==> src/rtl/ctrl_pkg.sv <==
// Shared encodings for the multicycle RISC-V style controller: FSM states,
// datapath select codes and the opcodes the decoder recognises.
package ctrl_pkg;

  typedef enum logic [3:0] {
    S_FETCH    = 4'd0,
    S_DECODE   = 4'd1,
    S_MEM_ADDR = 4'd2,
    S_MEM_RD   = 4'd3,
    S_MEM_WB   = 4'd4,
    S_MEM_WR   = 4'd5,
    S_EXEC_R   = 4'd6,
    S_EXEC_I   = 4'd7,
    S_ALU_WB   = 4'd8,
    S_BRANCH   = 4'd9,
    S_JAL      = 4'd10,
    S_LUI      = 4'd11,
    S_TRAP     = 4'd15
  } state_t;

  // Immediate formats
  localparam logic [2:0] IMM_NONE = 3'd0;
  localparam logic [2:0] IMM_I    = 3'd1;
  localparam logic [2:0] IMM_S    = 3'd2;
  localparam logic [2:0] IMM_B    = 3'd3;
  localparam logic [2:0] IMM_U    = 3'd4;
  localparam logic [2:0] IMM_J    = 3'd5;

  // ALU operand A sources
  localparam logic [1:0] SRC_A_PC     = 2'd0;
  localparam logic [1:0] SRC_A_RS1    = 2'd1;
  localparam logic [1:0] SRC_A_OLD_PC = 2'd2;

  // ALU operand B sources
  localparam logic [1:0] SRC_B_RS2    = 2'd0;
  localparam logic [1:0] SRC_B_FOUR   = 2'd1;
  localparam logic [1:0] SRC_B_IMM    = 2'd2;

  // ALU operations
  localparam logic [1:0] ALU_ADD      = 2'd0;
  localparam logic [1:0] ALU_SUB      = 2'd1;
  localparam logic [1:0] ALU_FUNCT    = 2'd2;

  // Writeback sources
  localparam logic [1:0] WB_ALU_OUT   = 2'd0;
  localparam logic [1:0] WB_MEM       = 2'd1;
  localparam logic [1:0] WB_PC        = 2'd2;
  localparam logic [1:0] WB_IMM       = 2'd3;

  // Recognised opcodes
  localparam logic [6:0] OP_LOAD   = 7'h03;
  localparam logic [6:0] OP_STORE  = 7'h23;
  localparam logic [6:0] OP_BRANCH = 7'h63;
  localparam logic [6:0] OP_JAL    = 7'h6F;
  localparam logic [6:0] OP_LUI    = 7'h37;
  localparam logic [6:0] OP_ALU_I  = 7'h13;
  localparam logic [6:0] OP_ALU_R  = 7'h33;

  // Branch conditions
  localparam logic [2:0] F3_BEQ = 3'b000;
  localparam logic [2:0] F3_BNE = 3'b001;

endpackage

==> src/rtl/wait_timer.sv <==
// Counts consecutive stall cycles; expired is high once the count equals
// TIMEOUT. The count saturates there so it never wraps back to zero.
module wait_timer #(
  parameter int TIMEOUT = 15
) (
  input  logic clk,
  input  logic reset,
  input  logic count_en,
  input  logic clear,
  output logic expired
);

  localparam int W = $clog2(TIMEOUT + 1);

  logic [W-1:0] count;

  assign expired = (count == W'(TIMEOUT));

  // Stall counter: reset/clear win, otherwise count up until saturated
  always_ff @(posedge clk) begin
    if (reset || clear) begin
      count <= '0;
    end else if (count_en && !expired) begin
      count <= count + 1'b1;
    end
  end

endmodule

==> src/rtl/multicycle_control.sv <==
// Multicycle controller FSM. Outputs are pure decodes of the current state,
// qualified by mem_ready_i / zero_i where a state completes conditionally.
// Memory handshake: a request is held (mem_req_o=1) until mem_ready_i is
// seen high in the same cycle; the access completes on that clock edge.
// A request stalled for TIMEOUT+1 cycles without ready sends the FSM to TRAP.
module multicycle_control
  import ctrl_pkg::*;
#(
  parameter int TIMEOUT = 15
) (
  input  logic       clk,
  input  logic       reset,
  input  logic [6:0] op_i,
  input  logic [2:0] funct3_i,
  input  logic       zero_i,
  input  logic       mem_ready_i,
  output logic       mem_req_o,
  output logic       mem_we_o,
  output logic       iord_o,
  output logic       ir_write_o,
  output logic       pc_write_o,
  output logic       pc_src_o,
  output logic       reg_write_o,
  output logic [2:0] imm_sel_o,
  output logic [1:0] alu_src_a_o,
  output logic [1:0] alu_src_b_o,
  output logic [1:0] alu_op_o,
  output logic [1:0] wb_sel_o,
  output logic [3:0] state_o,
  output logic       trap_o
);

  state_t state_q, state_d;
  logic   waiting, count_en, expired, branch_taken;

  // Only the memory-facing states can stall
  assign waiting  = (state_q == S_FETCH) || (state_q == S_MEM_RD) || (state_q == S_MEM_WR);
  assign count_en = waiting && !mem_ready_i;

  assign branch_taken = ((funct3_i == F3_BEQ) &&  zero_i) ||
                        ((funct3_i == F3_BNE) && !zero_i);

  assign state_o = state_q;

  wait_timer #(.TIMEOUT(TIMEOUT)) u_wait_timer (
    .clk      (clk),
    .reset    (reset),
    .count_en (count_en),
    .clear    (!count_en),
    .expired  (expired)
  );

  // State register
  always_ff @(posedge clk) begin
    if (reset) state_q <= S_FETCH;
    else       state_q <= state_d;
  end

  // Next-state logic; ready always beats the timeout
  always_comb begin
    state_d = state_q;
    unique case (state_q)
      S_FETCH: begin
        if (mem_ready_i)  state_d = S_DECODE;
        else if (expired) state_d = S_TRAP;
      end
      S_DECODE: begin
        unique case (op_i)
          OP_LOAD, OP_STORE: state_d = S_MEM_ADDR;
          OP_ALU_R:          state_d = S_EXEC_R;
          OP_ALU_I:          state_d = S_EXEC_I;
          OP_BRANCH:         state_d = S_BRANCH;
          OP_JAL:            state_d = S_JAL;
          OP_LUI:            state_d = S_LUI;
          default:           state_d = S_TRAP;
        endcase
      end
      S_MEM_ADDR: state_d = (op_i == OP_STORE) ? S_MEM_WR : S_MEM_RD;
      S_MEM_RD: begin
        if (mem_ready_i)  state_d = S_MEM_WB;
        else if (expired) state_d = S_TRAP;
      end
      S_MEM_WR: begin
        if (mem_ready_i)  state_d = S_FETCH;
        else if (expired) state_d = S_TRAP;
      end
      S_MEM_WB, S_ALU_WB, S_JAL, S_LUI: state_d = S_FETCH;
      S_EXEC_R, S_EXEC_I:               state_d = S_ALU_WB;
      S_BRANCH: begin
        if ((funct3_i == F3_BEQ) || (funct3_i == F3_BNE)) state_d = S_FETCH;
        else                                              state_d = S_TRAP;
      end
      S_TRAP:  state_d = S_TRAP;
      default: state_d = S_TRAP;
    endcase
  end

  // Output decode; anything not set for a state stays 0
  always_comb begin
    mem_req_o   = 1'b0;
    mem_we_o    = 1'b0;
    iord_o      = 1'b0;
    ir_write_o  = 1'b0;
    pc_write_o  = 1'b0;
    pc_src_o    = 1'b0;
    reg_write_o = 1'b0;
    imm_sel_o   = IMM_NONE;
    alu_src_a_o = SRC_A_PC;
    alu_src_b_o = SRC_B_RS2;
    alu_op_o    = ALU_ADD;
    wb_sel_o    = WB_ALU_OUT;
    trap_o      = 1'b0;
    unique case (state_q)
      S_FETCH: begin
        mem_req_o   = 1'b1;
        alu_src_b_o = SRC_B_FOUR;
        ir_write_o  = mem_ready_i;
        pc_write_o  = mem_ready_i;
      end
      S_DECODE: begin
        alu_src_a_o = SRC_A_OLD_PC;
        alu_src_b_o = SRC_B_IMM;
        unique case (op_i)
          OP_LOAD, OP_ALU_I: imm_sel_o = IMM_I;
          OP_STORE:          imm_sel_o = IMM_S;
          OP_BRANCH:         imm_sel_o = IMM_B;
          OP_JAL:            imm_sel_o = IMM_J;
          OP_LUI:            imm_sel_o = IMM_U;
          default:           imm_sel_o = IMM_NONE;
        endcase
      end
      S_MEM_ADDR: begin
        alu_src_a_o = SRC_A_RS1;
        alu_src_b_o = SRC_B_IMM;
        imm_sel_o   = (op_i == OP_STORE) ? IMM_S : IMM_I;
      end
      S_MEM_RD: begin
        mem_req_o = 1'b1;
        iord_o    = 1'b1;
      end
      S_MEM_WB: begin
        reg_write_o = 1'b1;
        wb_sel_o    = WB_MEM;
      end
      S_MEM_WR: begin
        mem_req_o = 1'b1;
        mem_we_o  = 1'b1;
        iord_o    = 1'b1;
      end
      S_EXEC_R: begin
        alu_src_a_o = SRC_A_RS1;
        alu_op_o    = ALU_FUNCT;
      end
      S_EXEC_I: begin
        alu_src_a_o = SRC_A_RS1;
        alu_src_b_o = SRC_B_IMM;
        imm_sel_o   = IMM_I;
        alu_op_o    = ALU_FUNCT;
      end
      S_ALU_WB: reg_write_o = 1'b1;
      S_BRANCH: begin
        alu_src_a_o = SRC_A_RS1;
        alu_op_o    = ALU_SUB;
        pc_write_o  = branch_taken;
        pc_src_o    = branch_taken;
      end
      S_JAL: begin
        reg_write_o = 1'b1;
        wb_sel_o    = WB_PC;
        pc_write_o  = 1'b1;
        pc_src_o    = 1'b1;
      end
      S_LUI: begin
        imm_sel_o   = IMM_U;
        reg_write_o = 1'b1;
        wb_sel_o    = WB_IMM;
      end
      S_TRAP:  trap_o = 1'b1;
      default: trap_o = 1'b1;
    endcase
  end

endmodule

==> config.mk <==
export PLATFORM = sky130hd
export DESIGN_NAME = multicycle_control
export DESIGN_NICKNAME = d
export VERILOG_FILES = /design/src/rtl/ctrl_pkg.sv /design/src/rtl/wait_timer.sv /design/src/rtl/multicycle_control.sv
export SDC_FILE = /design/constraint.sdc
export NUM_CORES = 1
export LEC_CHECK = 0
export BUFFER_PORTS_ARGS = -buffer_cell sky130_fd_sc_hd__buf_2
export CAP_MARGIN = 5
export CELL_PAD_IN_SITES_DETAIL_PLACEMENT = 1
export CELL_PAD_IN_SITES_GLOBAL_PLACEMENT = 1
export CORE_UTILIZATION = 31
export DETAILED_ROUTE_END_ITERATION = 8
export GPL_TIMING_DRIVEN = 1
export PLACE_DENSITY_LB_ADDON = 0.1
export SYNTH_ARGS = -nofsm -noshare
export SYNTH_HDL_FRONTEND = slang
export SYNTH_SLANG_ARGS = --single-unit
export TNS_END_PERCENT = 1
==> constraint.sdc <==
create_clock -name clk -period 2.3 [get_ports clk]
set_clock_uncertainty 0.15 [all_clocks]
set_input_delay 0.115 -clock clk [delete_from_list [all_inputs] [get_ports clk]]
set_output_delay 0.115 -clock clk [all_outputs]
set_load 0.02 [all_outputs]
# Word level (Yosys, flattened, before mapping)
# Cells that the tools add are included.
# totals
out_inout_bits	23
reg_bits	8
elab_cells	70
# op_classes
n_addsub	1
mux	23
eq_ne	20
reduce_logical	24
# ops
operator	n
$pmux 4 s8	1
$pmux 4 s6	1
$eq 7x6->1 const B	3
$eq 4x4->1 const B	5
$mux 4	5
$eq 4x3->1 const B	4
$pmux 3 s5	1
$eq 7x7->1 const B	2
$pmux 2 s2	3
$pmux 3 s4	1
$reduce_or 12->1	1
$eq 4x2->1 const B	2
$reduce_or 2->1	4
$reduce_or 4->1	2
$eq 7x2->1 const B	1
$eq 7x5->1 const B	1
$mux 1	6
$pmux 2 s3	1
$reduce_or 3->1	2
$logic_or 1x1->1	5
$add 4x1->4 const B	1
$eq 4x1->1 const B	1
$logic_and 1x1->1	4
$logic_not 1->1	4
7 further kinds	7

# Depth between registers and ports, before layout
# logic_depth
word_depth	6
mapped_depth	6
depth_no_buf	5

# Modules after synthesis
# A second synthesis with hierarchy kept.
# unflattened
cells_unflattened	128
hier_area_um2	930.9
# modules_own_cells
mod	area_per_inst_um2	instances	seq_area_each_um2	cells_each
multicycle_control	719.4	1	80.1	106
wait_timer	211.5	1	80.1	22

# Worst setup path after synthesis
# OpenSTA, ideal clock, no wires.
# synth_path
path_kind	reg-to-output
start	register state_q[3] (netlist: state_o[3])
end	output pc_write_o
required_time_ns	2.035
setup_slack_ns	0.272
arrival_time_ns	1.763
path_buffers	1
path_stages_with_launch	6
cell_sequence	dfxtp_1 -> buf_2 -> nor2b_2 -> nand3_1 -> o22ai_1 -> or2_1
# synth_via
elab_chain_cells	2
# synth_rtl
element	line_no	source
start, declared	multicycle_control.sv:33	state_t state_q, state_d;
start signal, assigned	multicycle_control.sv:56	else state_q <= state_d;
$eq 4x4->1 or $logic_not 4->1 (tied branches)	multicycle_control.sv:113	unique case (state_q)
$pmux 1 s3 *	multicycle_control.sv:113	
end, declared	multicycle_control.sv:21	output logic pc_write_o,
# Every way passes the cells marked *; elsewhere a longest branch is shown, timed or not.

# Worst setup path after layout
# layout_path
start	register state_q[0] (netlist: state_o[0])
end	output imm_sel_o[1]
# layout_via
elab_chain_cells	2
# layout_rtl
element	line_no	source
$eq 4x4->1, or another cell as far along	multicycle_control.sv:113	
$pmux 3 s4 *	multicycle_control.sv:113	
end, declared	multicycle_control.sv:24	output logic [2:0] imm_sel_o,
# Marks and branches as above.

==> reports/metrics.cfg <==
[floorplan]
core_ar_um2 = 2570
design.portCount = 37
initial_core_util_pct = 34.1
design.die.area_um2 = 3040
dieHeight_um = 55.1
fp-row-count = 18
dieWidth_um = 55.1

[sta]
grt_setup_unrepaired = no
worstMarginPinSlew_ps = 604
final-hold-violation-count = 0
period_needed_ps = 2140
number_of_slew_limit_violations_in_the_final_report = 0
finalSetupTns_ps = 0
slew-limit-headroom_pct = 59.7
achievable-frequency_mhz = 467
setup_viol_count_final = 0
period_share_pct = 93.1
postLayoutSetupSlackWorst_ps = 158

[final_layout]
most-common-layout-cells = buf_2 (36), nor2_1 (17), nand2_1 (8), inv_1 (8), dfxtp_1 (8)
post_layout_util_pct = 43.5
layout-drive-gt1-share_pct = 31.3
multiInputGateArea_um2 = 639
area_delta_synth_final_pct = 27.8
filler_cell_count = 361
final_nets = 177
n_antenna_cell = 0
post-route-cell-area_um2 = 1120
layout_commonest_cell = buf_2
layout.area.seq_um2 = 160

[yosys]
syn-num-nets = 138
post_synth_inst_count = 123
synth.area.top_cells = dfxtp_1 (18%), nor2_1 (7.3%), nand3_1 (3.4%)
synth_area_per_cell_um2 = 7.11
synth.top_cell.area_share_pct = 18.3
mappedNetlistArea_um2 = 875
asyncSetResetFlopFracSynth_pct = 0
ys_dominant_reg_cell = dfxtp_1
ys_types = 49
synth_area_leader_cell = dfxtp_1
ys.warnings.count = 0
ys_seq_area_share_pct = 18.3
synth_edf_count = 0
synth_seq_cells = 8

[pwr]
power.ir.vdd_worst_mv = 0.530
leakage_nw = 0.503
power-per-cell-area_nw_per_um2 = 970

[hold_path]
min_path_type = input port to flop
min_from = op_i[0]
min_delay_worst_endpoint = state_o[0]$_SDFF_PP0_
min_delay_path_depth = 4

[global_route]
number_of_global_route_vias_before_repair = 908
grt_first_pass_wirelength_mm = 4.15
grt-ovfl-total = 0
grtUsageTotal_pct = 19.3
grt_max_degree = 17
grt_antenna_before_repair = 0

[critical_path]
endpoint_of_the_most_critical_register_to_register_path = state_o[2]$_SDFF_PP0_
timing.critical_path.arrival_ps = 1880
worst_setup_path_end_kind = output port
cp_num_buf_inv = 2
cp_top_family = flip-flops
timing.critical_path.fanout_max = 16
crit_top_cell = nor2_1
cp_data_required_time_ps = 2040
setup.worst_path.start_class = flop
r2r-start = state_o[0]$_SDFF_PP0_
cpPeakStageDelay_ps = 670
reg2reg_setup_slack_ps = 320
crit_type = flop to output port
reg2reg_depth = 5
critical-path-slowest-cell = dfxtp_1
critical_path.cell_chain = nor4b_4 -> buf_4 -> nor2_1 -> nor2_1 -> buf_2

[route]
dr.max_layer_used = met4
final_antenna_net_count = 0
routedLengthMet1_mm = 1.22
wire_per_inst_um = 14.0
drtIter0Drc = 15
route.detailed.vias_per_inst = 5.54
route.met3.wl_um = 90
drt-pass1-iter-count = 4
wirelength_mm = 2.65
routed-wl-met2_mm = 1.31
remaining_drc_errors = 0
via_count = 1052

[place]
gp_congestion = 0.747
post-place-ws_ps = 340
detailedPlacementHpwl_mm = 2.04
dpl-instance-area_um2 = 1060
place.port_buffers = 36

[clocking]
cts_tree = yes
insertion_delay_ps = 250
h-tree-depth = 1
cts.sink_count = 8
post_cts.resized_instances = 0
clock-root-buffer = clkbuf_4
cts_buffer_depth = 2
cts.clk_slew.worst_paths_ps = 50
cts_inserted_buffers = 3

[outcome]
result_of_the_run = finished, final reports clean

[flow_run]
cap_viol_max_count = 0

-- worst min-delay path, stage by stage --
cell     delay [ps]
buf_2           100
nand2_1          40
o21ai_0         100
a41oi_1         190
-- Yosys cell counts, drive strengths merged (3+ instances only) --
cell type,instances
a21oi,5
and2,4
nand2,8
nand3,6
buf,5
xnor2,3
nor2,17
nor3,5
inv,8
clkbuf,3
nor2b,3
dfxtp,8
nand2b,4
o21ai,8
-- final cells by class --
cell class,count,area share [%]
timing repair buffer,42,20.4
sequential,8,14.3
tap,30,3.36
multi-input combinational,99,57.2
clock buffer,3,2.02
inverter,8,2.69
-- cells by family after synthesis --
kind of cell    synth area share [%]
xor+xnor                        4.01
buf+inv                         8.58
mux                             2.43
fa+ha+maj                       1.43
compound gates                  24.5
flops                           18.3
simple gates                    40.8
-- layer usage --
layer | GRT usage [%] | vias to the layer above
met5 | 0 | -
met4 | 5.00 | 0
met1 | 24.3 | 498
li1 | - | 526
met3 | 3.28 | 4
met2 | 33.5 | 24
-- state kept, by name (all words and copies together) (netlist names) --
name and flops:
state_o 4, u_wait_timer.count 4
-- power breakdown --
group          leakage [nW]  switching, W  internal (W)
sequential           0.0653      0.000108      0.000170
clock                0.0138     0.0000451     0.0000595
combinational         0.424      0.000408      0.000293
total                 0.503      0.000561      0.000522
-- metrics by stage --
stage               cells  hold slack, ps  total power (W)
floorplan             123            28.3         0.000761
global placement      183             217         0.000941
detailed placement    183             210         0.000957
CTS                   187             184          0.00107
global route          190             220          0.00118
finish                190             188          0.00108
-- worst max path at each step --
| stage | from | endpoint | slack, ps | depth (start not counted) |
|---|---|---|---|---|
| 5_1_grt | state_o[3]$_SDFF_PP0_ | pc_write_o | 20 | 5 |
| 6_report | state_o[0]$_SDFF_PP0_ | imm_sel_o[1] | 160 | 5 |
| 3_3_place_gp | state_o[0]$_SDFF_PP0_ | imm_sel_o[0] | 360 | 4 |
| 3_5_place_dp | state_o[0]$_SDFF_PP0_ | imm_sel_o[2] | 340 | 4 |
| 2_1_floorplan | state_o[3]$_SDFF_PP0_ | pc_write_o | 270 | 5 |
| 4_1_cts | state_o[0]$_SDFF_PP0_ | imm_sel_o[2] | 60 | 4 |
-- what timing repair did --
| action | in CTS | in global routing |
|---|---|---|
| endpoints found under the hold margin | 3 | 0 |
| endpoints found under the setup margin | 0 | 2 |
| hold buffers | 1 | 0 |
| setup buffers | 0 | 3 |
Note: power is estimated with default switching activity, not from simulation.
